File: src/rtl/matrix_math_3x3.sv
// Command-driven 3x3 matrix multiplier C = A x B behind 8-bit data/command pads.
// Optional macro MATRIXMATH_SIGNED_EN selects two's-complement elements and the signed overflow rule.
module matrix_math_3x3 #(
  parameter int DW = 8,
  parameter int CW = 18
) (
  input  logic          clk,
  input  logic          rst_n,
  input  logic [DW-1:0] ui_in,
  input  logic [7:0]    uio_in,
  output logic [7:0]    uo_out
);

  logic [DW-1:0] a_reg [0:8];
  logic [DW-1:0] b_reg [0:8];
  logic [CW-1:0] c_val [0:8];
  logic [8:0]    ovf_vec;
  logic          ovf;
  logic [7:0]    uo_reg;

  logic [3:0] cmd_hi;
  logic [3:0] cmd_lo;
  logic [3:0] row_sel;
  logic [3:0] elem_idx;
  logic       lo_ok;
  logic       load_a;
  logic       load_b;
  logic       rd_lo;
  logic       rd_hi;
  logic       rd_ovf;
  logic       clr;

`ifdef MATRIXMATH_SIGNED_EN
  function automatic logic signed [CW-1:0] ext(input logic [DW-1:0] v);
    return CW'($signed(v));
  endfunction
`else
  function automatic logic signed [CW-1:0] ext(input logic [DW-1:0] v);
    return CW'(v);
  endfunction
`endif

  // One dot product per C element; the 18-bit width holds three full products without loss.
  genvar gi;
  generate
    for (gi = 0; gi < 9; gi++) begin : g_elem
      localparam int ROW = gi / 3;
      localparam int COL = gi % 3;
      logic signed [CW-1:0] sum;

      assign sum = ext(a_reg[3*ROW])   * ext(b_reg[COL])
                 + ext(a_reg[3*ROW+1]) * ext(b_reg[3+COL])
                 + ext(a_reg[3*ROW+2]) * ext(b_reg[6+COL]);
      assign c_val[gi] = sum;
`ifdef MATRIXMATH_SIGNED_EN
      assign ovf_vec[gi] = !((sum[17:15] == 3'b000) || (sum[17:15] == 3'b111));
`else
      assign ovf_vec[gi] = |sum[17:16];
`endif
    end
  endgenerate

  assign ovf = |ovf_vec;

  always_comb begin
    cmd_hi   = uio_in[7:4];
    cmd_lo   = uio_in[3:0];
    lo_ok    = (cmd_lo >= 4'd1) && (cmd_lo <= 4'd3);
    load_a   = (cmd_hi >= 4'd1) && (cmd_hi <= 4'd3) && lo_ok;
    load_b   = (cmd_hi >= 4'd4) && (cmd_hi <= 4'd6) && lo_ok;
    row_sel  = load_b ? (cmd_hi - 4'd4) : (cmd_hi - 4'd1);
    elem_idx = row_sel * 4'd3 + cmd_lo - 4'd1;
    rd_lo    = (cmd_hi == 4'hD) && (cmd_lo <= 4'd8);
    rd_hi    = (cmd_hi == 4'hE) && (cmd_lo <= 4'd8);
    rd_ovf   = (uio_in == 8'hEE);
    clr      = (uio_in == 8'hAA);
  end

  always_ff @(posedge clk) begin
    if (rst_n) begin
      for (int i = 0; i < 9; i++) begin
        a_reg[i] <= '0;
        b_reg[i] <= '0;
      end
      uo_reg <= '0;
    end else begin
      if (load_a) a_reg[elem_idx] <= ui_in;
      if (load_b) b_reg[elem_idx] <= ui_in;
      if (clr) begin
        for (int i = 0; i < 9; i++) begin
          a_reg[i] <= '0;
          b_reg[i] <= '0;
        end
        uo_reg <= '0;
      end
      if (rd_lo)  uo_reg <= c_val[cmd_lo][7:0];
      if (rd_hi)  uo_reg <= c_val[cmd_lo][15:8];
      if (rd_ovf) uo_reg <= {7'b0, ovf};
    end
  end

  assign uo_out = uo_reg;

endmodule

File: config.mk
export PLATFORM = sky130hd
export DESIGN_NAME = matrix_math_3x3
export DESIGN_NICKNAME = d
export VERILOG_FILES = /design/src/rtl/matrix_math_3x3.sv
export SDC_FILE = /design/constraint.sdc
export NUM_CORES = 2
export LEC_CHECK = 0
export CAP_MARGIN = 20
export CORE_UTILIZATION = 35
export CTS_BUF_LIST = sky130_fd_sc_hd__clkbuf_8 sky130_fd_sc_hd__clkbuf_16
export DETAILED_ROUTE_END_ITERATION = 12
export DONT_BUFFER_PORTS = 1
export GPL_TIMING_DRIVEN = 0
export SLEW_MARGIN = 30
export SYNTH_ARGS = -nofsm -noshare
export SYNTH_HDL_FRONTEND = slang
export SYNTH_SLANG_ARGS = --single-unit
File: constraint.sdc
create_clock -name clk -period 7.65 [get_ports clk]
set_clock_uncertainty 0.15 [all_clocks]
set_input_delay 0.765 -clock clk [delete_from_list [all_inputs] [get_ports clk]]
set_output_delay 0.765 -clock clk [all_outputs]
set_load 0.01 [all_outputs]
# Word level (Yosys, flattened, before mapping)
# Memory sizes are Yosys's and may differ from the RTL's.
# Cells that the tools add are included.
# op_classes
addsub,22
multipliers,28
n_lt_le_gt_ge,8
n_eq_ne,4
mux,43
n_bitwise,19
n_reduce_logical,13
# ops
operator,count
multiplier 8 x 8 -> 16 bit,27
2-to-1 mux 8 bit,23
adder 17 x 16 -> 18 bit,9
adder 16 x 16 -> 17 bit,9
binary-select mux 18 bit (select 4 bit),1
2-to-1 mux 16 bit,2
bitwise OR 1 bit,18
OR reduction 18 bit,1
equality test 8 bit (second input constant),2
OR reduction 8 bit,2
2-to-1 mux 1 bit,14
2-to-1 mux 4 bit,3
equality test 4 bit (second input constant),2
>= comparator 4 x 1 -> 1 bit (second input constant),2
<= comparator 4 x 2 -> 1 bit (second input constant),2
subtractor 4 x 1 -> 4 bit (second input constant),2
logical AND 1 bit,7
>= comparator 5 bit (second input constant),1
inverter 4 -> 5 bit,1
adder 4 bit,1
>= comparator 4 x 3 -> 1 bit (second input constant),1
<= comparator 4 x 3 -> 1 bit (second input constant),1
<= comparator 4 bit (second input constant),1
multiplier 4 x 2 -> 4 bit (second input constant),1
4 further kinds,4
# totals
register_bits,8
ramBits,144
output_inout_bits,8
elab_cells,141
memories,2
# memory_table
name,depth,width,rd,rd_ports_with_merged_regs,write_ports,line_no,text
a_reg,9,8,9,0,9,14,logic [DW-1:0] a_reg [0:8];
b_reg,9,8,9,0,9,15,logic [DW-1:0] b_reg [0:8];

# Depth between registers and ports, before layout
# An unclocked memory read counts as a cell.
# depth
word_depth,10
mapped_depth,26
depth_no_buf,25

# Worst setup path before layout
# Ideal clock, no wire load.
# synth_timing
path_kind,register -> register
startpoint,memory b_reg[0][3]
endpoint,"register uo_reg[0], in the netlist uo_out[0]"
t_arrival_ns,6.497
t_required_ns,7.379
slack_ns,0.882
stages_incl_launch_ff,25
n_path_buf,1
period_less_slack_ns,6.768
cell_sequence,edfxtp_1 > clkbuf_1 > nand2_1 > fa_1 > inv_1 > fa_1 > inv_1 > fa_1 > fa_1 > inv_1 > fa_1 > fa_1 > inv_1 > fa_1 > inv_1 > ha_1 > a2111oi_2 > o21ai_1 > a41oi_1 > nand2b_1 > nor3_1 > a2111oi_2 > nand4_1 > nor4_1 > nor2_1
# synth_lines
item,line_no,text
start: declaration,15,
end signal: assignment,96,if (rd_lo) uo_reg <= c_val[cmd_lo][7:0];
end signal: assignment,97,if (rd_hi) uo_reg <= c_val[cmd_lo][15:8];
end signal: assignment,98,"if (rd_ovf) uo_reg <= {7'b0, ovf};"
end: declaration,19,logic [7:0] uo_reg;

==> metrics.md <==
| Metric | Value |
|---|---|
| Status | `finished with violations` |
| Failing checks | `negative setup slack` |
| Clock sink total | `152` |
| Synth Area per Inst | `9.12 um2` |
| Register area share after synthesis | `0.0640` |
| Critical Setup Path Class | `reg -> reg` |
| Post-synth top area share | `0.415` |
| CP required | `7880 ps` |
| # Max-Cap Violations | `0` |
| Clock Path Buffers | `2` |
| Mapped Nets | `10000` |
| Detail Route Antenna Nets | `0` |
| GP Congestion | `1.03` |
| Area of the multi-input gates | `57500 um2` |
| CTS Root Cell | `clkbuf_16` |
| Vias in the first global route | `58600` |
| Worst-Skew Late Latency | `510 ps` |
| Async SR Flop Fraction | `0` |
| H-tree levels | `4` |
| CP arrival | `8170 ps` |
| IO buf count | `0` |
| Post-route DRC | `0` |
| Largest cells by area after synthesis | `fa_1 41%, ha_1 16%, and2_1 12%` |
| Worst hold slack | `252 ps` |
| Final net count | `10400` |
| Via density | `5.34` |
| Layout Cells excl Fill | `10700` |
| Site row count | `163` |
| Final number of setup-violating endpoints | `3` |
| Yosys reg bits | `152` |
| Setup crit start kind | `flop` |
| EDFF count, synth | `144` |
| CP Max Fanout | `11` |
| Netlist cell types | `80` |
| Largest net degree at the start of global routing | `18` |
| First-pass GRT wire length | `464000 um` |
| Area Growth Syn to Fin | `13.2%` |
| CP Cell Sequence | `clkbuf_2 > and2_1 > fa_1 > fa_1 > fa_1 > fa_1 > fa_1 > fa_1 > inv_1 > fa_2 > inv_1 > ha_2 > nor3_4 > nor2_1 > o41ai_2 > o21ai_2 > mux2i_2 > a2111oi_4 > nand4_1 > nor4_4 > nor2_1` |
| Number of I/O pins | `26` |
| Final min period | `7940 ps` |
| Crit-path max cell delay | `660 ps` |
| Max frequency | `126 MHz` |
| Yosys warns | `0` |
| GRT Total Usage | `0.340` |
| Die span in y | `449 um` |
| Starting Density | `0.354` |
| Post-synth top area cell | `fa_1` |
| RSZ-0062 raised after global routing | `yes` |
| CTS Buf Count | `17` |
| Hold buffer count at CTS | `0` |
| Synth top cells by count | `2087 x inv_1, 1451 x fa_1, 1289 x and2_1, 902 x ha_1, 636 x nand2_1` |
| Cell count after synthesis | `7676` |
| Layout cells sized above 1 | `0.107` |
| Top cell by count, worst path | `fa_1` |
| Max Slew Vio Count | `0` |
| Tightest Hold Check Type | `in -> reg` |
| Slew Limit Headroom | `0.234` |
| Final Hold Viols | `0` |
| Synth Flop Type | `edfxtp_1` |
| GR Overflow Total | `0` |
| Register Area | `4480 um2` |
| Post-DP HPWL | `295000 um` |
| First-pass detailed-route iteration total | `6` |
| Fillers | `20200` |
| Die area | `202000 um2` |
| Count leader, synth | `inv_1` |
| Synthesized area | `70000 um2` |
| Final WS setup | `-290 ps` |
| Element type at the critical path end | `flop` |
| Initial DRC Count | `6359` |
| Placed cells | `10300` |
| CTS tree | `built` |
| Total number of vias | `57100` |
| Clk pin slew, worst setup/hold paths | `70 ps` |
| Period utilisation layout | `1.04` |
| Crit-path slowest cell | `fa_1` |
| Worst slew pin tran | `1140 ps` |
| Die Width | `449 um` |
| Initial antenna violation count | `74` |
| Routed WL | `345000 um` |
| Avg WL per Cell | `32.3 um` |
| Core area | `198000 um2` |
[path summary, 6_finish.rpt]
check	startpoint	endpoint	slack, ps	cells after the start
worst max-delay path	a_reg[1][2]$_SDFFCE_PN0P_	uo_out[0]$_SDFFE_PP0P_	-290	21
worst min-delay path	rst_n	uo_out[0]$_SDFFE_PP0P_	250	2
worst max register to register	a_reg[1][2]$_SDFFCE_PN0P_	uo_out[0]$_SDFFE_PP0P_	-290	21
worst min register to register	uo_out[7]$_SDFFE_PP0P_	uo_out[7]$_SDFFE_PP0P_	410	2
[through the flow]
step                cell area (um2)   util  TNS (ps)  setup WS [ps]
global placement              73300  0.370    -12020          -2520
detailed placement            73700  0.372     -9760          -2070
finish                        79300  0.400      -418           -290
global route                  79200  0.400      -448           -249
floorplan                     70000      -         0            882
CTS                           78200  0.395     -57.9          -30.1
[cell type report]
class / instances / area share
clock buffer: 17 / 0.00536
antenna: 54 / 0.00170
inverter: 2087 / 0.0988
buffer: 319 / 0.0340
tap: 2640 / 0.0417
clock inverter: 15 / 0.00234
timing repair buffer: 297 / 0.0350
multi-input combinational: 5109 / 0.725
sequential: 152 / 0.0566
[cells in the final DEF, fill, tap and decap left out, drive strengths merged, types with 5 or more instances in the layout]
master / synthesis / layout
o221ai: 5 / 5
nand3: 32 / 32
a2111oi: 6 / 6
or3: 14 / 14
and2: 1289 / 1289
o31ai: 9 / 9
nand2b: 16 / 16
o21a: 10 / 10
diode: 0 / 54
buf: 8 / 363
nor3: 54 / 54
or4: 8 / 8
a31oi: 16 / 16
xor2: 58 / 58
nor2b: 10 / 10
nor2: 96 / 96
edfxtp: 144 / 144
xnor2: 46 / 46
nand2: 636 / 636
mux4: 19 / 19
o22ai: 9 / 9
or2: 9 / 9
nand4: 16 / 16
and3: 39 / 39
nor3b: 5 / 5
mux2i: 16 / 16
clkbuf: 320 / 270
a22oi: 9 / 9
nor4: 10 / 10
a211oi: 28 / 28
inv: 2087 / 2093
dfxtp: 8 / 8
a21o: 32 / 32
o21bai: 15 / 15
o21ai: 87 / 87
ha: 902 / 902
fa: 1451 / 1451
a21oi: 90 / 90
o211ai: 7 / 7
clkinv: 0 / 7
[worst max-delay path: cells and delay by family, from the launching register on]
family,cells,cell delay (ps)
compound gates,3,1080
fa+ha+maj,8,4080
buf+inv,3,490
flops,1,530
mux,1,170
simple gates,6,1300
[routing by layer]
| layer | GRT usage | part of all wire | vias up |
|---|---|---|---|
| met1 | 0.421 | 0.37 | 29700 |
| met3 | 0.0770 | 0.10 | 815 |
| met2 | 0.511 | 0.43 | 3220 |
| met4 | 0.266 | 0.094 | 10 |
| li1 | - | - | 23300 |
| met5 | 0 | 0.00024 | - |
[repair_timing]
action	CTS	global route
pin swaps	48	70
gates cloned	1	3
setup buffers	238	43
setup endpoints to repair	8	8
gates resized for setup	631	221
[cell families after synthesis]
group,Yosys count,synth area share
compound gates,369,0.0344
flops,152,0.0640
buf+inv,2415,0.130
mux,37,0.00872
simple gates,2246,0.174
xor+xnor,104,0.0132
fa+ha+maj,2353,0.576
Power is not shown: default switching activity piles up to over one toggle a cycle in this logic, so the estimate is an artifact.
